## src/rtl/demux8_deser.sv

```systemverilog
// demux8_deser: serial-to-parallel demux assembling WIDTH-bit words behind a valid/ready port
module demux8_deser #(
  parameter int WIDTH = 8,
  parameter bit MSB_FIRST = 1'b0,
  parameter int SEL_W = $clog2(WIDTH)
) (
  input  logic             clk,
  input  logic             rst,
  input  logic             in_bit,
  input  logic             in_valid,
  input  logic             in_sof,
  output logic [WIDTH-1:0] out_data,
  output logic             out_valid,
  input  logic             out_ready,
  output logic [SEL_W-1:0] sel,
  output logic             locked,
  output logic             sync_err,
  output logic             overflow,
  input  logic             clr_ovf
);
  typedef enum logic {IDLE, FILL} state_t;
  state_t state;
  logic [WIDTH-1:0] assembly, merged;
  logic [SEL_W-1:0] pos, lane;
  logic take, done, free;
  // a sof always restarts the word at position 0, discarding any partial word
  always_comb begin
    take = in_valid & (state == FILL | in_sof);
    pos = in_sof ? '0 : sel;
    lane = MSB_FIRST ? SEL_W'(WIDTH - 1) - pos : pos;
    merged = assembly;
    merged[lane] = in_bit;
    done = take & (pos == SEL_W'(WIDTH - 1));
    free = ~out_valid | out_ready;
  end
  assign locked = state == FILL;
  always_ff @(posedge clk) begin
    if (rst) begin
      state <= IDLE;
      sel <= '0;
      assembly <= '0;
      out_data <= '0;
      out_valid <= 1'b0;
      sync_err <= 1'b0;
      overflow <= 1'b0;
    end else begin
      sync_err <= take & in_sof & (sel != '0);
      if (take) begin
        state <= FILL;
        assembly <= merged;
        sel <= done ? '0 : pos + SEL_W'(1);
      end
      if (done & free) begin
        out_data <= merged;
        out_valid <= 1'b1;
      end else if (out_ready) begin
        out_valid <= 1'b0;
      end
      overflow <= (done & ~free) | (overflow & ~clr_ovf);
    end
  end
endmodule

```

## config.mk

```make
export PLATFORM = sky130hd
export DESIGN_NAME = demux8_deser
export DESIGN_NICKNAME = d
export VERILOG_FILES = /design/src/rtl/demux8_deser.sv
export SDC_FILE = /design/constraint.sdc
export NUM_CORES = 1
export LEC_CHECK = 0
export CORE_ASPECT_RATIO = 0.8
export CORE_MARGIN = 4
export CORE_UTILIZATION = 50
export CTS_CLUSTER_DIAMETER = 120
export DETAILED_ROUTE_END_ITERATION = 7
export PLACE_DENSITY = 0.84
export SLEW_MARGIN = 20
export SYNTH_ARGS = -nofsm -noshare
export SYNTH_HDL_FRONTEND = slang
export SYNTH_SLANG_ARGS = --single-unit
```

## constraint.sdc

```tcl
create_clock -name clk -period 2.6 [get_ports clk]
set_clock_uncertainty 0.2 [all_clocks]
set_input_delay 0.52 -clock clk [delete_from_list [all_inputs] [get_ports clk]]
set_output_delay 0.52 -clock clk [all_outputs]
set_load 0.01 [all_outputs]
```

==> Word level (Yosys, flattened, before mapping) <==
Index checks and enable logic that the tools add are counted.
{ "totals": {"ff_bits": 23, "in_bits": 7} }
{ "classes": {"n_addsub": 1, "n_lt_le_gt_ge": 2, "n_eq_ne": 1, "mux": 7, "bitwise": 13, "n_reduce_logical": 3} }
{ "op_table": {"columns": ["cell", "count"], "rows": [
  ["bitwise mux 8 bit", 1],
  ["bitwise AND 1 bit", 7],
  ["two-way mux 3 bit", 2],
  ["< comparator 3 x 4 -> 1 bit (second input constant)", 1],
  ["adder 3 x 1 -> 3 bit (second input constant)", 1],
  ["demux 1 bit (select 3 bit)", 1],
  ["equality test 3 bit (second input constant)", 1],
  ["greater-or-equal comparator 3 x 1 -> 1 bit (second input constant)", 1],
  ["two-way mux 1 bit", 3],
  ["NOT 1 bit", 3],
  ["bitwise OR 1 bit", 3],
  ["nonzero test 3 bit", 1],
  ["nonzero test 2 bit", 1],
  ["logical AND 1 bit", 1]
]} }

==> Depth between registers and ports, before layout <==
{ "depth": {"ltp_word": 6, "mapped_depth": 10, "depth_no_buf": 6} }

==> Worst setup path before layout <==
No wires, ideal clock.
{ "synth_timing": {"path_kind": "input to register", "from": "input port in_sof", "to": "register out_data[0]", "setup_ps": 88, "arrival_ps": 1845, "t_required_ps": 2312, "path_slack_ps": 467, "path_stages": 10, "path_buffers": 4, "cell_sequence": "buf_6 buf_6 nor2b_1 ha_1 ha_1 o211a_1 buf_6 and2_4 buf_6 a311oi_2"} }
{ "synth_via": {"elab_chain_cells": 6, "elab_cells_between_ends": 12, "classes_between": "order compare (2); eq/ne (1); mux (4); bitwise (4); reduce/logical (1)"} }
{ "synth_rtl": {"columns": ["element", "line", "text"], "rows": [
  ["start, declared", "11", "input logic in_sof,"],
  ["two-way mux 3 bit", "29", "pos = in_sof ? '0 : sel;"],
  ["< comparator 3 x 4 -> 1 bit (implied by the code) or greater-or-equal comparator 3 x 1 -> 1 bit (tied branches)", "32", "merged[lane] = in_bit;"],
  ["logical AND 1 bit (implied by the code)", "32", null],
  ["two-way mux 1 bit (implied by the code)", "32", null],
  ["demux 1 bit (select 3 bit)", "32", null],
  ["bitwise mux 8 bit", "32", null],
  ["end signal, assigned", "54", "out_data <= merged;"],
  ["end, declared", "12", "output logic [WIDTH-1:0] out_data,"]
]} }
Parallel ways exist; a longest one is shown, timed or not.
A chain may end at the register's enable or synchronous reset.

==> Worst setup path in the final report <==
{ "layout_timing": {"from": "register sel[2]", "to": "output port sel[2]"} }
{ "layout_rtl": {"columns": ["element", "line", "text"], "rows": [
  ["start, declared", "15", "output logic [SEL_W-1:0] sel,"],
  ["start signal, assigned", "51", "sel <= done ? '0 : pos + SEL_W'(1);"]
]} }
No word-level cell between the ends.

==> run metrics <==
Post-DP Area around 1400 sq um; Period minus WS final between 2000 and 2500 ps; post-CTS sizing 0; TritonCTS clock tree yes; Synth Area in Simple Gates 0.260; XOR/XNOR share of the synthesized area 0; Congestion Overflow GR 0; Hold Crit Class flip-flop to flip-flop; CP max stage delay 690 ps; hold buffers post-CTS 0; achievable frequency 424 MHz; Data arrival, critical path approximately 1600 ps; Max-slew headroom 0.638; Layout area overhead 16.8%; sequence of cells on the critical path clkdlybuf4s50_1; WL final 2510 microns; Crit Path Class flip-flop to primary output; vias in the first global route 923; Setup-failing EPs final 0; Antenna Violating Nets Remaining 0; max-cap check violation count 0; # nets final 149; Slew @ Worst Pin 542 ps; CP max stage cell dfxtp_1; crit-path max FO 17; Mapped Avg Cell Area 10.3 sq um; Synth Area in Compound Gates 0.156; adder-cell area share of the yosys netlist 0.0202; Int Pwr 0.449 mW; num rows 15; RSZ-0062 raised after global routing false; Final Worst Setup Slack 243 ps; Worst-Skew Late Latency just over 300 ps; n_diodes 0; Pleak ~0.53 nW; detailed-route DRC error count 0; DRT iter0 DRCs 47; fin crit share 0.906; Largest delay share family, worst path flip-flops; Synth Instances 121; max-slew violations 0; yosys warns 0; Worst-path clk slew 130 ps; Initial Util 0.551; Startpoint Class flip-flop; # port buffers 21; vias per cell 5.94; Finished Cell Area around 1500 sq um; Sequential Power Share 0.605; largest net degree at the start of global routing 18; WP data required 1880 ps; Psw 0.148 mW; TritonCTS buffer count 3; Avg WL per Cell 15.3 microns; initial antenna violation count 0; # fillers 197; commonest non-fill, non-tap cell in the layout dfxtp_1; non-filler instance count after layout approximately 160; switch share 0.248; via count roughly 970; register area share after synthesis 0.371; chip width 63.7 microns; Power Total 0.597 mW; DP Cell Count 160; maximum vdd ir drop 0.296 mV; critical path endpoint category primary output; combinational power share 0.111; outcome finished, final reports clean; Setup Fix Bufs, Post-CTS 0; Clk pwr share 0.284; core area 2250 sq um; drt pass-1 iters 4; count of different cell masters after synthesis 28; worst path bufs/invs 1; htree depth 1; Mapped Nets 130; setup tns final 0 ps; Root Buffer clkbuf_4; gr usage total 0.167; Yosys reg bits 23; Max Buffers Root-to-Sink 2; synthesized area between 1000 and 1500 sq um; fraction of layout cells with a size suffix above 1 0.165; worst slack, placed 88.6 ps; height of the die 52.6 microns; main combinational cell family by area after synthesis simple AND/OR/NAND/NOR gates; power density over the cells 412 nW/um^2; most frequent cells in the layout dfxtp_1, clkdlybuf4s50_1, mux2i_1; Final Hold Vio Count 0; die area about 3300 sq um; boundary pin count 22; Post-DP HPWL 1850 microns; GPL Wtd Cong 0.799; # clock sinks 23; first-pass GRT wire length 4310 microns; mux cell area share after synthesis 0.121
==> area by class of cell <==
| class | count | area (sq um) | area share |
|---|---|---|---|
| flip-flops and latches | 23 | 460 | 0.318 |
| repair buffers | 25 | 240 | 0.166 |
| well taps | 25 | 31.3 | 0.0216 |
| clock buffers | 4 | 26.3 | 0.0181 |
| multi-input cells | 87 | 692 | 0.477 |
==> flip-flops by register name (all words and copies together), names as in the netlist <==
register	cells
sel	3
locked	1
overflow	1
out_valid	1
out_data	8
sync_err	1
assembly	8
==> cell families (layout without fill, tap and decap cells) <==
kind of cell             count (synthesis)  in the layout
adder cells (fa/ha/maj)                  2              2
AO/OA/AOI/OAI                           24             24
buffers and inverters                   11             29
multiplexers                            15             15
flip-flops                              23             23
AND/OR/NAND/NOR                         46             46
==> synthesized netlist by cell type <==
library cell / instances / area share
dfxtp_1: 23 / 0.37
mux2i_1: 15 / 0.12
a21oi_1: 12 / 0.048
nand2b_1: 12 / 0.060
a211oi_2: 7 / 0.071
buf_6: 6 / 0.054
nand2_1: 5 / 0.015
nor2_1: 5 / 0.015
and4bb_2: 4 / 0.040
nor2b_1: 4 / 0.020
nand3b_1: 3 / 0.018
nor3_1: 3 / 0.012
and4b_1: 2 / 0.016
buf_2: 2 / 0.0081
clkbuf_1: 2 / 0.0061
ha_1: 2 / 0.020
nand3_1: 2 / 0.0081
nor4b_2: 2 / 0.024
a311oi_1: 1 / 0.0071
a311oi_2: 1 / 0.012
and2_4: 1 / 0.0071
buf_1: 1 / 0.0030
nand4b_1: 1 / 0.0071
nor4b_1: 1 / 0.0071
o211a_1: 1 / 0.0081
o21a_1: 1 / 0.0061
o21ai_0: 1 / 0.0040
or3b_4: 1 / 0.0091
==> routing by layer <==
metal,routed length (microns),global-route usage,vias to the layer above
li1,-,-,476
met1,1150,0.209,470
met2,1200,0.265,26
met3,150,0.0579,2
met4,10,0.0609,0
met5,0,0,-
==> per-stage QoR <==
step | hold slack [ps] | util
CTS | 293 | 0.644
floorplan | 251 | -
detailed placement | 278 | 0.632
global route | 316 | 0.644
global placement | 261 | 0.632
finish | 292 | 0.644
==> worst paths after layout <==
| kind | startpoint | end | slack [ps] | cells past startpoint |
|---|---|---|---|---|
| worst max-delay path | sel[2] | sel[2] | 240 | 1 |
| worst min-delay path | overflow | overflow | 290 | 2 |
| worst max register to register | sel[1] | out_data[0] | 480 | 6 |
| worst min register to register | overflow | overflow | 290 | 2 |
==> power groups by stage <==
stage / Combinational, mW / Sequential (mW) / Clock (mW)
finish: 0.0665 / 0.361 / 0.169
global placement: 0.0637 / 0.369 / 0
detailed placement: 0.0658 / 0.369 / 0
global route: 0.0717 / 0.362 / 0.187
CTS: 0.0660 / 0.361 / 0.174
floorplan: 0.0400 / 0.370 / 0
Note: power is estimated with default switching activity, not from simulation.
